$ cat src/rtl/seven_segment_scan_driver.sv
// Time-multiplexed N-digit hex seven-segment scanner with a double-buffered frame and ghost-blanking gaps.
// Optional leading-zero suppression at frame copy: define SEVSEG_LZ_SUPPRESS_EN.
module seven_segment_scan_driver #(
  parameter int NUM_DIGITS     = 4,
  parameter int CLK_DIV        = 50000,
  parameter int BLANK_CYCLES   = 2,
  parameter int SEG_ACTIVE_LOW = 0,
  parameter int DIG_ACTIVE_LOW = 0
) (
  input  logic                    clk,
  input  logic                    rst_n,
  input  logic [4*NUM_DIGITS-1:0] value,
  input  logic [NUM_DIGITS-1:0]   digit_en,
  input  logic                    load,
  output logic [6:0]              seg,
  output logic [NUM_DIGITS-1:0]   digit_sel,
  output logic                    frame_start
);

  localparam int CNT_MAX = (CLK_DIV > BLANK_CYCLES) ? CLK_DIV : BLANK_CYCLES;
  localparam int CNT_W   = (CNT_MAX > 1) ? $clog2(CNT_MAX) : 1;
  localparam int IDX_W   = (NUM_DIGITS > 1) ? $clog2(NUM_DIGITS) : 1;

  localparam logic [CNT_W-1:0]      DRV_LAST = CNT_W'(CLK_DIV - 1);
  localparam logic [CNT_W-1:0]      GAP_LAST = CNT_W'((BLANK_CYCLES > 0) ? BLANK_CYCLES - 1 : 0);
  localparam logic [IDX_W-1:0]      IDX_LAST = IDX_W'(NUM_DIGITS - 1);
  localparam logic [6:0]            SEG_OFF  = {7{SEG_ACTIVE_LOW != 0}};
  localparam logic [NUM_DIGITS-1:0] DIG_OFF  = {NUM_DIGITS{DIG_ACTIVE_LOW != 0}};

  typedef enum logic {S_DRIVE, S_GAP} state_t;

  // Logical segment pattern, bit order g..a, active high.
  function automatic logic [6:0] decode(input logic [3:0] nib);
    logic [6:0] s;
    case (nib)
      4'h0: s = 7'b0111111;
      4'h1: s = 7'b0000110;
      4'h2: s = 7'b1011011;
      4'h3: s = 7'b1001111;
      4'h4: s = 7'b1100110;
      4'h5: s = 7'b1101101;
      4'h6: s = 7'b1111101;
      4'h7: s = 7'b0000111;
      4'h8: s = 7'b1111111;
      4'h9: s = 7'b1101111;
      4'hA: s = 7'b1110111;
      4'hB: s = 7'b1111100;
      4'hC: s = 7'b0111001;
      4'hD: s = 7'b1011110;
      4'hE: s = 7'b1111001;
      default: s = 7'b1110001;
    endcase
    return s;
  endfunction

`ifdef SEVSEG_LZ_SUPPRESS_EN
  // Blank zero digits above digit 0 while every higher digit is zero or disabled.
  function automatic logic [NUM_DIGITS-1:0] lz_mask(input logic [4*NUM_DIGITS-1:0] val,
                                                    input logic [NUM_DIGITS-1:0]   en);
    logic [NUM_DIGITS-1:0] m;
    logic                  lead;
    m    = en;
    lead = 1'b1;
    for (int i = NUM_DIGITS - 1; i > 0; i--) begin
      if (lead && (val[4*i +: 4] == 4'h0)) m[i] = 1'b0;
      lead = lead && ((val[4*i +: 4] == 4'h0) || !en[i]);
    end
    return m;
  endfunction
`endif

  state_t                  state_q, state_d;
  logic                    run_q, run_d;
  logic [IDX_W-1:0]        idx_q, idx_d, idx_next;
  logic [CNT_W-1:0]        cnt_q, cnt_d;
  logic [4*NUM_DIGITS-1:0] pend_val_q, pend_val_d, frame_val_q, frame_val_d;
  logic [NUM_DIGITS-1:0]   pend_en_q, pend_en_d, frame_en_q, frame_en_d;
  logic [6:0]              seg_q, seg_d, seg_log;
  logic [NUM_DIGITS-1:0]   digit_sel_q, digit_sel_d, sel_log;
  logic                    frame_start_q, frame_start_d;
  logic                    frame_copy;

  always_comb begin
    run_d    = 1'b1;
    state_d  = state_q;
    idx_d    = idx_q;
    cnt_d    = cnt_q;
    idx_next = (idx_q == IDX_LAST) ? '0 : idx_q + IDX_W'(1);

    // First edge after reset enters digit 0 cleanly, so slot 0 gets its full dwell.
    if (!run_q) begin
      state_d = S_DRIVE;
      idx_d   = '0;
      cnt_d   = '0;
    end else if (state_q == S_DRIVE) begin
      if (cnt_q == DRV_LAST) begin
        cnt_d = '0;
        if (BLANK_CYCLES > 0) state_d = S_GAP;
        else                  idx_d   = idx_next;
      end else begin
        cnt_d = cnt_q + CNT_W'(1);
      end
    end else begin
      if (cnt_q == GAP_LAST) begin
        cnt_d   = '0;
        state_d = S_DRIVE;
        idx_d   = idx_next;
      end else begin
        cnt_d = cnt_q + CNT_W'(1);
      end
    end

    // cnt is zero in DRIVE only on the entry cycle, so this marks the frame boundary.
    frame_copy = (state_d == S_DRIVE) && (idx_d == '0) && (cnt_d == '0);

    pend_val_d  = load ? value : pend_val_q;
    pend_en_d   = load ? digit_en : pend_en_q;
    frame_val_d = frame_copy ? pend_val_d : frame_val_q;
`ifdef SEVSEG_LZ_SUPPRESS_EN
    frame_en_d  = frame_copy ? lz_mask(pend_val_d, pend_en_d) : frame_en_q;
`else
    frame_en_d  = frame_copy ? pend_en_d : frame_en_q;
`endif

    seg_log = '0;
    sel_log = '0;
    if (state_d == S_DRIVE) begin
      for (int i = 0; i < NUM_DIGITS; i++) begin
        if (idx_d == IDX_W'(i)) begin
          sel_log[i] = 1'b1;
          if (frame_en_d[i]) seg_log = decode(frame_val_d[4*i +: 4]);
        end
      end
    end

    seg_d         = seg_log ^ SEG_OFF;
    digit_sel_d   = sel_log ^ DIG_OFF;
    frame_start_d = frame_copy;
  end

  always_ff @(posedge clk or negedge rst_n) begin
    if (!rst_n) begin
      state_q       <= S_DRIVE;
      run_q         <= 1'b0;
      idx_q         <= '0;
      cnt_q         <= '0;
      pend_val_q    <= '0;
      pend_en_q     <= '0;
      frame_val_q   <= '0;
      frame_en_q    <= '0;
      seg_q         <= SEG_OFF;
      digit_sel_q   <= DIG_OFF;
      frame_start_q <= 1'b0;
    end else begin
      state_q       <= state_d;
      run_q         <= run_d;
      idx_q         <= idx_d;
      cnt_q         <= cnt_d;
      pend_val_q    <= pend_val_d;
      pend_en_q     <= pend_en_d;
      frame_val_q   <= frame_val_d;
      frame_en_q    <= frame_en_d;
      seg_q         <= seg_d;
      digit_sel_q   <= digit_sel_d;
      frame_start_q <= frame_start_d;
    end
  end

  assign seg         = seg_q;
  assign digit_sel   = digit_sel_q;
  assign frame_start = frame_start_q;

endmodule
$ cat config.mk
export PLATFORM = sky130hd
export DESIGN_NAME = seven_segment_scan_driver
export DESIGN_NICKNAME = d
export VERILOG_FILES = /design/src/rtl/seven_segment_scan_driver.sv
export SDC_FILE = /design/constraint.sdc
export NUM_CORES = 1
export LEC_CHECK = 0
export ABC_AREA = 0
export CAP_MARGIN = 0
export CORE_ASPECT_RATIO = 0.6
export CORE_UTILIZATION = 54
export DETAILED_ROUTE_END_ITERATION = 12
export PLACE_DENSITY = 0.82
export SKIP_LAST_GASP = 1
export SLEW_MARGIN = 20
export SYNTH_ARGS = -nofsm -noshare
export SYNTH_HDL_FRONTEND = slang
export SYNTH_SLANG_ARGS = --single-unit
$ cat constraint.sdc
create_clock -name clk -period 4.44 [get_ports clk]
set_clock_uncertainty 0.05 [all_clocks]
set_input_delay 0.888 -clock clk [delete_from_list [all_inputs] [get_ports clk]]
set_output_delay 0.888 -clock clk [all_outputs]
set_load 0.01 [all_outputs]
* Yosys cells after proc, flatten, opt, wreduce, memory -nomap -nowiden
Memories as Yosys holds them, arrays and structs flattened.
Index checks and enable logic that the tools add are counted.
** Word-level totals
- Bits in registers :: 72
- Memory bits (read-only) :: 448
- Input port bits :: 23
- Word-level logic and storage cells :: 58
- Memories :: 4
** Memory list
- (name not given) :: depth 16, width 7, read ports 1, clocked after Yosys merged registers in 0, wr ports 0, line 35 : case (nib)
- (name not given) :: depth 16, width 7, read ports 1, clocked after Yosys merged registers in 0, wr ports 0, line 35
- (name not given) :: depth 16, width 7, read ports 1, clocked after Yosys merged registers in 0, wr ports 0, line 35
- (name not given) :: depth 16, width 7, read ports 1, clocked after Yosys merged registers in 0, wr ports 0, line 35
** Cells by class
- Add/sub/neg operators :: 2
- Equal/unequal tests :: 6
- Muxes and demuxes :: 30
- Bitwise gates (word level) :: 1
- Reductions and logical operators :: 4
** Operator list (count)
- 16-bit two-way mux :: 6
- 7-bit two-way mux :: 9
- 16-bit by 1-bit adder with 16-bit output (second input constant) :: 1
- 16-bit by 1-bit == test with 1-bit output (second input constant) :: 1
- 16-bit == test (second input constant) :: 1
- 16-bit logical NOT :: 1
- 4-bit two-way mux :: 3
- 1-bit two-way mux :: 8
- 2-bit two-way mux :: 4
- 2-bit == test (second input constant) :: 3
- 2-bit by 1-bit adder with 2-bit output (second input constant) :: 1
- 2-bit by 1-bit == test with 1-bit output (second input constant) :: 1
- 1-bit logical AND :: 2
- 2-bit logical NOT :: 1
- 1-bit NOT :: 1

* Longest topological paths before layout
An unclocked memory read counts as a cell.
- Depth after elaboration :: 19
- Mapped depth :: 23

* Worst setup path before layout
No wires, ideal clock.
- Path type :: reg-to-reg
- Start point :: register cnt_q[0]
- End point :: register seg_q[3], in the netlist seg[3]
- Arrival :: 4.452 ns
- Required time :: 4.264 ns
- Slack :: -0.187 ns
- Stages on the path, launching flop included :: 22
- Path buffers :: 4
- Period minus slack after synthesis :: 4.627 ns
- Cell sequence :: dfrtp_1 -> ha_1 -> and3_1 -> clkbuf_1 -> or4_1 -> o21ai_0 -> nand4_1 -> nor2_1 -> o21ai_4 -> clkinv_4 -> buf_2 -> buf_2 -> buf_2 -> a21o_1 -> ha_1 -> inv_1 -> o21ai_0 -> and2_1 -> o41a_1 -> o21bai_1 -> nand4_1 -> o311a_1
** Between the ends
- Cells in the longest elaborated chain, start to end :: 18
- Elaborated cells between the ends (all ways) :: 37
- Those cells by class :: add/sub (1); eq/ne (5); mux (22); bitwise (1); reduce/logical (4); memory (4)
** RTL lines
- from (decl) :: line 75 : logic [CNT_W-1:0] cnt_q, cnt_d;
- from (signal assigned) :: line 158 : cnt_q <= cnt_d;
- branches (longest 6 deep; another with 16-bit by 1-bit adder with 16-bit output)
- 1-bit logical AND (*) :: line 114 : frame_copy = (state_d == S_DRIVE) && (idx_d == '0) && (cnt_d == '0);
- via frame_copy :: line 81 : logic frame_copy;
- 16-bit two-way mux :: line 118 : frame_val_d = frame_copy ? pend_val_d : frame_val_q;
- memory read 16 x 7 bit
- 7-bit two-way mux :: line 131 : if (frame_en_d[i]) seg_log = decode(frame_val_d[4*i +: 4]);
- 7-bit two-way mux :: line 129 : if (idx_d == IDX_W'(i)) begin
- 7-bit two-way mux :: line 131
- 7-bit two-way mux :: line 129
- 7-bit two-way mux :: line 131
- 7-bit two-way mux :: line 129
- 7-bit two-way mux :: line 131
- 7-bit two-way mux (*) :: line 129
- 7-bit two-way mux (*) :: line 127 : if (state_d == S_DRIVE) begin
- via seg_d[3] :: line 78 : logic [6:0] seg_q, seg_d, seg_log;
- to (signal assigned) :: line 163 : seg_q <= seg_d;
- to (decl) :: line 78
Mark *: on every way through the listed nets, which the timed path passes.

* Final worst setup path
- Start point :: register cnt_q[10]
- End point :: register seg_q[3], in the netlist seg[3]
** Between the ends
- Cells in the longest elaborated chain, start to end :: 18
- Elaborated cells between the ends (all ways) :: 37
- Those cells by class :: add/sub (1); eq/ne (5); mux (22); bitwise (1); reduce/logical (4); memory (4)
** RTL lines
- branches (longest 6 deep; another with 16-bit by 1-bit adder with 16-bit output)
- 1-bit logical AND (*) :: line 114
- 16-bit two-way mux (*) :: line 118
- via frame_val_d[0] :: line 76 : logic [4*NUM_DIGITS-1:0] pend_val_q, pend_val_d, frame_val_q, frame_val_d;
- memory read 16 x 7 bit (*)
- 7-bit two-way mux (*) :: line 131
- 7-bit two-way mux (*) :: line 129
- 7-bit two-way mux :: line 131
- 7-bit two-way mux (*) :: line 129
- 7-bit two-way mux :: line 131
- 7-bit two-way mux (*) :: line 129
- 7-bit two-way mux :: line 131
- 7-bit two-way mux (*) :: line 129
- 7-bit two-way mux (*) :: line 127
- via seg_d[3] :: line 78
Marked as above.

==> metrics.yaml <==
outcome:
  status: "finished clean"
worst_setup_path:
  crit_required_ns: 4.61
  critPathLaunchType: "flop"
  cp-end-kind: "flop"
  cp.arrival_ns: 4.41
  worstSetupPathType: "flop to flop"
  cpMaxStageDelayCell: "or4_4"
  worstPathCellList: "or4_4 > or2_1 > o41a_1 > a22oi_4 > o21ai_4 > clkinv_4 > nor2_1 > a21o_1 > inv_1 > ha_2 > inv_1 > nand2_1 > o21ai_0 > and2_1 > o41a_1 > o21bai_1 > nand4_1 > o311a_1"
  path_max_fanout: 14
  crit_path_max_incr_delay_ns: 0.58
sta:
  setup_tns_ns: 0
  finalHoldViolCount: 0
  fin_crit_sh: 0.9559
  grt_setup_unrepaired: "no"
  relSlewSlack: 0.3937
  max_freq_mhz: 235.6
  worst_pin_slew_ns: 0.9055
  drv_slew: 0
  min_period_ns: 4.244
  setup_viol: 0
  whs_ns: 0.4458
clocking:
  clk_latency_ns: 0.34
  clkTransAtPathRegs_ns: 0.06
  clock_path_buffers: 2
  cts.htree.levels: 3
  cts.sinks: 72
  cts_buffers: 9
  root_buffer: "clkbuf_16"
  cts_tree: "done"
finish:
  fin_area_um2: 6255
  syn_to_final_growth_pct: 17.46
  fillers: 775
  layout-drive-gt1-share: 0.1267
  layout.nets: 708
  postLayoutCoreUtil: 0.6684
  diodes: 0
floorplan:
  core.rowCount: 27
  fp.dieW_um: 130.2
  io-pin-count: 35
  design.core.area_um2: 9358
  die_area_um2: 10280
  die_h_um: 78.92
  initial_core_util: 0.5691
logic_synthesis:
  synth_top_area_frac: 0.3383
  syn_area_um2: 5325
  ys_seq_elements: 72
  ys.flop_type: "dfrtp_1"
  ys_warn_count: 0
  yosys.area.top_type: "dfrtp_1"
  ys_types: 78
  async_flop_share: 1.000
  ys_seq_area_frac: 0.3383
  syn_nets: 664
  synth_area_leaders: "dfrtp_1, mux2i_1, ha_1"
  netlist_instances: 614
  syn_avg_cell_area_um2: 8.673
  synth_edf_count: 0
pwr:
  peakVddDrop_mv: 0.1896
  power_density_nw_per_um2: 344.2
  leakage_uw: 0.002818
  p_total_uw: 2153
grt:
  grt_max_degree: 46
  grt_pass1_vias: 4759
  antenna_found_initial: 0
  grt_usage: 0.3285
  grt-ovfl-total: 0
  grt_pass1_wl_um: 25520
route:
  vias: 5107
  wirelength_um: 15950
  remaining_drc_errors: 0
  ant_nets: 0
  drtIter0Drc: 682
  post_drt_via_cell_ratio: 6.440
  dr.pass1.iters: 5
  wire_per_inst_um: 20.11
placed_design:
  post_dp_cell_area_um2: 5909
  hpwl_um: 11540
  place_congestion: 1.041
  port_buffers: 34
flow_run:
  max-cap-violations: 0
worst_hold_path:
  hold_path_class: "flop to flop"
layout by cell type, fill, tap and decap left out, drive strengths merged, types with 16 or more instances in the layout:
master	netlist	final
a21oi	19	19
buf	15	35
clkdlybuf4s50	0	33
dfrtp	72	72
ha	27	27
inv	42	44
mux2i	38	38
nand2	51	51
nand3	23	23
nand4	16	16
nor2	58	58
nor3	17	17
o21ai	24	24
state kept, by name (all words and copies together), names as in the netlist:
signal / count
cnt_q: 16
frame_val_q: 16
pend_val_q: 16
seg: 7
digit_sel: 4
frame_en_q: 4
pend_en_q: 4
idx_q: 2
frame_start: 1
run_q: 1
state_q: 1
synthesized netlist by cell type (all sizes together) (4+ instances only):
cell,instances
dfrtp,72
nor2,58
nand2,51
inv,42
mux2i,38
ha,27
o21ai,24
nand3,23
clkbuf,20
a21oi,19
nor3,17
nand4,16
buf,15
xnor2,12
and3,11
o211ai,11
a211oi,10
mux2,10
and2,9
nor4,9
xor2,9
nor2b,8
a31oi,7
or4,6
a21o,5
o22ai,5
or3,4
where the power goes:
part	internal (uW)	switching, uW	total, uW
Clock	380	296	676
Sequential	726	73.6	800
Combinational	285	393	678
worst max-delay path: cells and delay by family, from the launching register on:
family	cells	cell delay, ns
AO/OA/AOI/OAI	8	1.79
AND/OR/NAND/NOR	6	1.29
flip-flops	1	0.43
buffers and inverters	3	0.34
adder cells (fa/ha/maj)	1	0.24
metal layers:
layer  wire length (um)  track usage
met3               2135       0.1044
met5                  0            0
met2               6230       0.4394
met1               7313       0.5028
met4                266      0.07209
kinds of logic (layout without fill, tap and decap cells):
family	Yosys count	in the layout	share of synthesized area
adder cells (fa/ha/maj)	27	27	0.06344
multiplexers	48	48	0.09328
XOR/XNOR	21	21	0.03454
buffers and inverters	79	128	0.06132
other	1	1	0.0007042
AND/OR/NAND/NOR	229	229	0.2181
AO/OA/AOI/OAI	137	137	0.1903
flip-flops	72	72	0.3383
worst paths after layout:
| kind | from | to | slack (ns) | depth (start not counted) |
|---|---|---|---|---|
| setup reg to reg | cnt_q[10] | seg[3] | 0.20 | 18 |
| max in group asynchronous | rst_n | cnt_q[0] | 3.00 | 2 |
| hold / removal | pend_en_q[3] | pend_en_q[3] | 0.45 | 1 |
| setup / recovery | cnt_q[10] | seg[3] | 0.20 | 18 |
| min in group asynchronous | rst_n | digit_sel[0] | 0.50 | 1 |
| hold reg to reg | pend_en_q[3] | pend_en_q[3] | 0.45 | 1 |
per-stage QoR:
step | setup slack (ns) | instances
finish | 0.1957 | 793
global route | 0.005741 | 793
CTS | 0.07589 | 791
detailed placement | -0.001104 | 775
global placement | 0.2673 | 775
floorplan | 0.0008655 | 614
area by class of cell:
cell class / count / area, um^2 / area share
multi-input cells: 463 / 3251 / 0.5197
flip-flops and latches: 72 / 1803 / 0.2883
repair buffers: 68 / 596.8 / 0.09542
clock buffers: 10 / 229.0 / 0.03661
inverters: 44 / 170.2 / 0.02721
well taps: 130 / 162.7 / 0.02601
clock inverters: 6 / 42.54 / 0.006801
what timing repair did:
action	CTS	global route
gates resized for setup	1	13
setup endpoints to repair	1	5
hold buffers	0	0
setup buffers	0	2
hold endpoints to repair	0	0
pin swaps	0	1
Power figures use the tool's default switching activity.
==> patch: new RTL, same settings <==
The option `SEVSEG_LZ_SUPPRESS_EN` is turned on by a define.
--- a/src/rtl/seven_segment_scan_driver.sv
+++ b/src/rtl/seven_segment_scan_driver.sv
@@ -2,2 +2,4 @@
 // Optional leading-zero suppression at frame copy: define SEVSEG_LZ_SUPPRESS_EN.
+`define SEVSEG_LZ_SUPPRESS_EN
+
 module seven_segment_scan_driver #(
Formal check against the unedited RTL: same outputs for any inputs over 10 cycles, from zero or initial values and one cycle with rst_n low; that may be too few to reach the edited logic, so the function may still have changed.
==> patch against the unedited design <==
First-iteration DRC count fell by 34%. Count of clock-buffer cells in the layout is the same. Setup slack got worse by 3.1 ps. Design area down 12%. Cell count is 23% lower. Routed wire length fell by 27%. Synthesized area down 13%. Total power is essentially flat. Sequential cell count stayed put. Critical endpoint is now seg[0]$_DFF_PN0_. Largest cell class unchanged. Largest power group is now the clock network. Highest routed layer unchanged.
==> patch: results (changes against the unedited design) <==
metric,value,unit,change
routabilityCongestion,0.989,,was 1.04
clock_latency,340,ps,about the same
syn_nets,501,,was 664
async_flop_share,100,%,unchanged
path_clk_slew,60,ps,about the same
yosys-top-cells-count,"dfrtp_1 (72), nor2_1 (42), mux2i_1 (33)",,"was dfrtp_1 (72), nor2_1 (58), nand2_1 (51)"
reg2reg_depth,16,,was 18
cp_data_arrival_time,4410,ps,about the same
wl_per_cell,19.1,µm,was 20.1 µm
drt_iter0_drc,452,,was 682
diodes,0,,unchanged
largestRegisters,"cnt_q (16), frame_val_q (16), pend_val_q (16)",,unchanged
cp_max_fo,7,,was 14
post-place-cells,593,,was 775
first_global_vias,3506,,was 4759
ys_seq_area_share,38.8,%,was 33.8%
worst_slew_pin_slew,988,ps,was 906 ps
nets,548,,was 708
grt_start_max_net_pins,44,,was 46
netlist_instances,451,,was 614
htree_levels,3,,unchanged
max-clock-path-buffers,2,,unchanged
yosys_warnings,0,,unchanged
clock-root-buffer,clkbuf_16,,unchanged
antenna_found_initial,0,,unchanged
drive_above_1_share,18.5,%,was 12.7%
min_path_cells,2,,was 1
cts_buffers,9,,unchanged
hold_violations,0,,unchanged
grt_pass1_wl,18600,µm,was 25500 µm
io_buffers,34,,unchanged
status,"finished, final reports clean",,unchanged
dp_hpwl,8460,µm,was 11500 µm
place_ws,122,ps,was -1.10 ps
dr.pass1.iters,6,,was 5
finalNonFillerCells,611,,was 793
min_path_type,reg2reg,,unchanged
yosysUniqueCellTypes,76,,was 78
fillers,572,,was 775
irDropWorstVdd,0.237,mV,was 0.190 mV
p_leak,2.50,nW,was 2.82 nW
yosysMostFrequentCell,dfrtp_1,,unchanged
vias,3685,,was 5107
yosys-top-cells-area,"dfrtp_1 (39%), ha_1 (7.3%), mux2i_1 (7.1%)",,"was dfrtp_1 (34%), mux2i_1 (7.0%), ha_1 (6.3%)"
grt.total_usage,28.2,%,was 32.9%
patch: area by class of cell:
class                      instances  share of cell area (%)
multi-input combinational        333                    47.8
sequential                        72                    32.9
clock buffer                      10                    4.37
inverter                          26                    1.78
tap                              108                    2.47
timing repair buffer              56                    9.14
clock inverter                     6                    1.51
patch: report_power, final:
part,switching (mW),internal [mW],leakage (nW),total [mW]
registers,0.0410,0.728,0.891,0.769
logic,0.334,0.268,1.45,0.602
clock network,0.277,0.504,0.158,0.781
total,0.652,1.50,2.50,2.15
patch: cells by family (layout without fill, tap and decap cells):
kind of cell | Yosys count | count (layout) | synth area share, %
AOI/OAI and AO/OA | 81 | 81 | 13.5
xor gates and xnor gates | 18 | 18 | 3.40
adders and majority gates | 27 | 27 | 7.28
buffers and inverters | 46 | 98 | 5.39
DFF | 72 | 72 | 38.8
muxes | 65 | 65 | 15.3
other | 1 | 1 | 0.0808
and+or+nand+nor | 141 | 141 | 16.2
patch: repair_timing:
item | 4_1_cts | 5_1_grt
resized for setup | 0 | 7
buffers inserted | 0 | 2
hold endpoints to repair | 0 | 0
hold buffers | 0 | 0
setup endpoints to repair | 0 | 7
patch: final timing paths:
check | from | end | slack, ps
setup reg to reg | cnt_q[1]$_DFF_PN0_ | seg[0]$_DFF_PN0_ | 190
max in group asynchronous | rst_n | frame_val_q[3]$_DFF_PN0_ | 2710
setup / recovery | cnt_q[1]$_DFF_PN0_ | seg[0]$_DFF_PN0_ | 190
hold / removal | pend_en_q[3]$_DFF_PN0_ | pend_en_q[3]$_DFF_PN0_ | 430
min in group asynchronous | rst_n | cnt_q[14]$_DFF_PN0_ | 660
hold reg to reg | pend_en_q[3]$_DFF_PN0_ | pend_en_q[3]$_DFF_PN0_ | 430
patch: layer usage:
layer | vias up | GRT usage [%] | part of all wire (%) | wire length [µm]
met5 | - | 0 | 0 | 0
met4 | 0 | 6.45 | 0.88 | 103
met3 | 12 | 9.70 | 12 | 1370
met2 | 215 | 37.2 | 39 | 4590
met1 | 1748 | 43.3 | 48 | 5620
li1 | 1710 | - | - | -
patch: through the flow:
stage | instance area (µm²) | utilization, %
after floorplan | 4640 | -
after CTS | 5430 | 67.0
after detailed placement | 5110 | 63.1
after global placement | 5110 | 63.1
after global routing | 5470 | 67.6
final | 5470 | 67.6
patch: critical path, stage by stage, from the launching register on:
cell and delay, ps:
dfrtp_1 460, ha_2 270, nand3_1 110, nor2_1 370
a31oi_1 240, nor4b_4 360, a31oi_4 150, nor2_4 300
mux2i_1 280, buf_4 170, inv_1 100, ha_1 220
inv_1 100, o2bb2a_4 160, a21oi_1 230, and3b_1 220
a2111oi_2 330
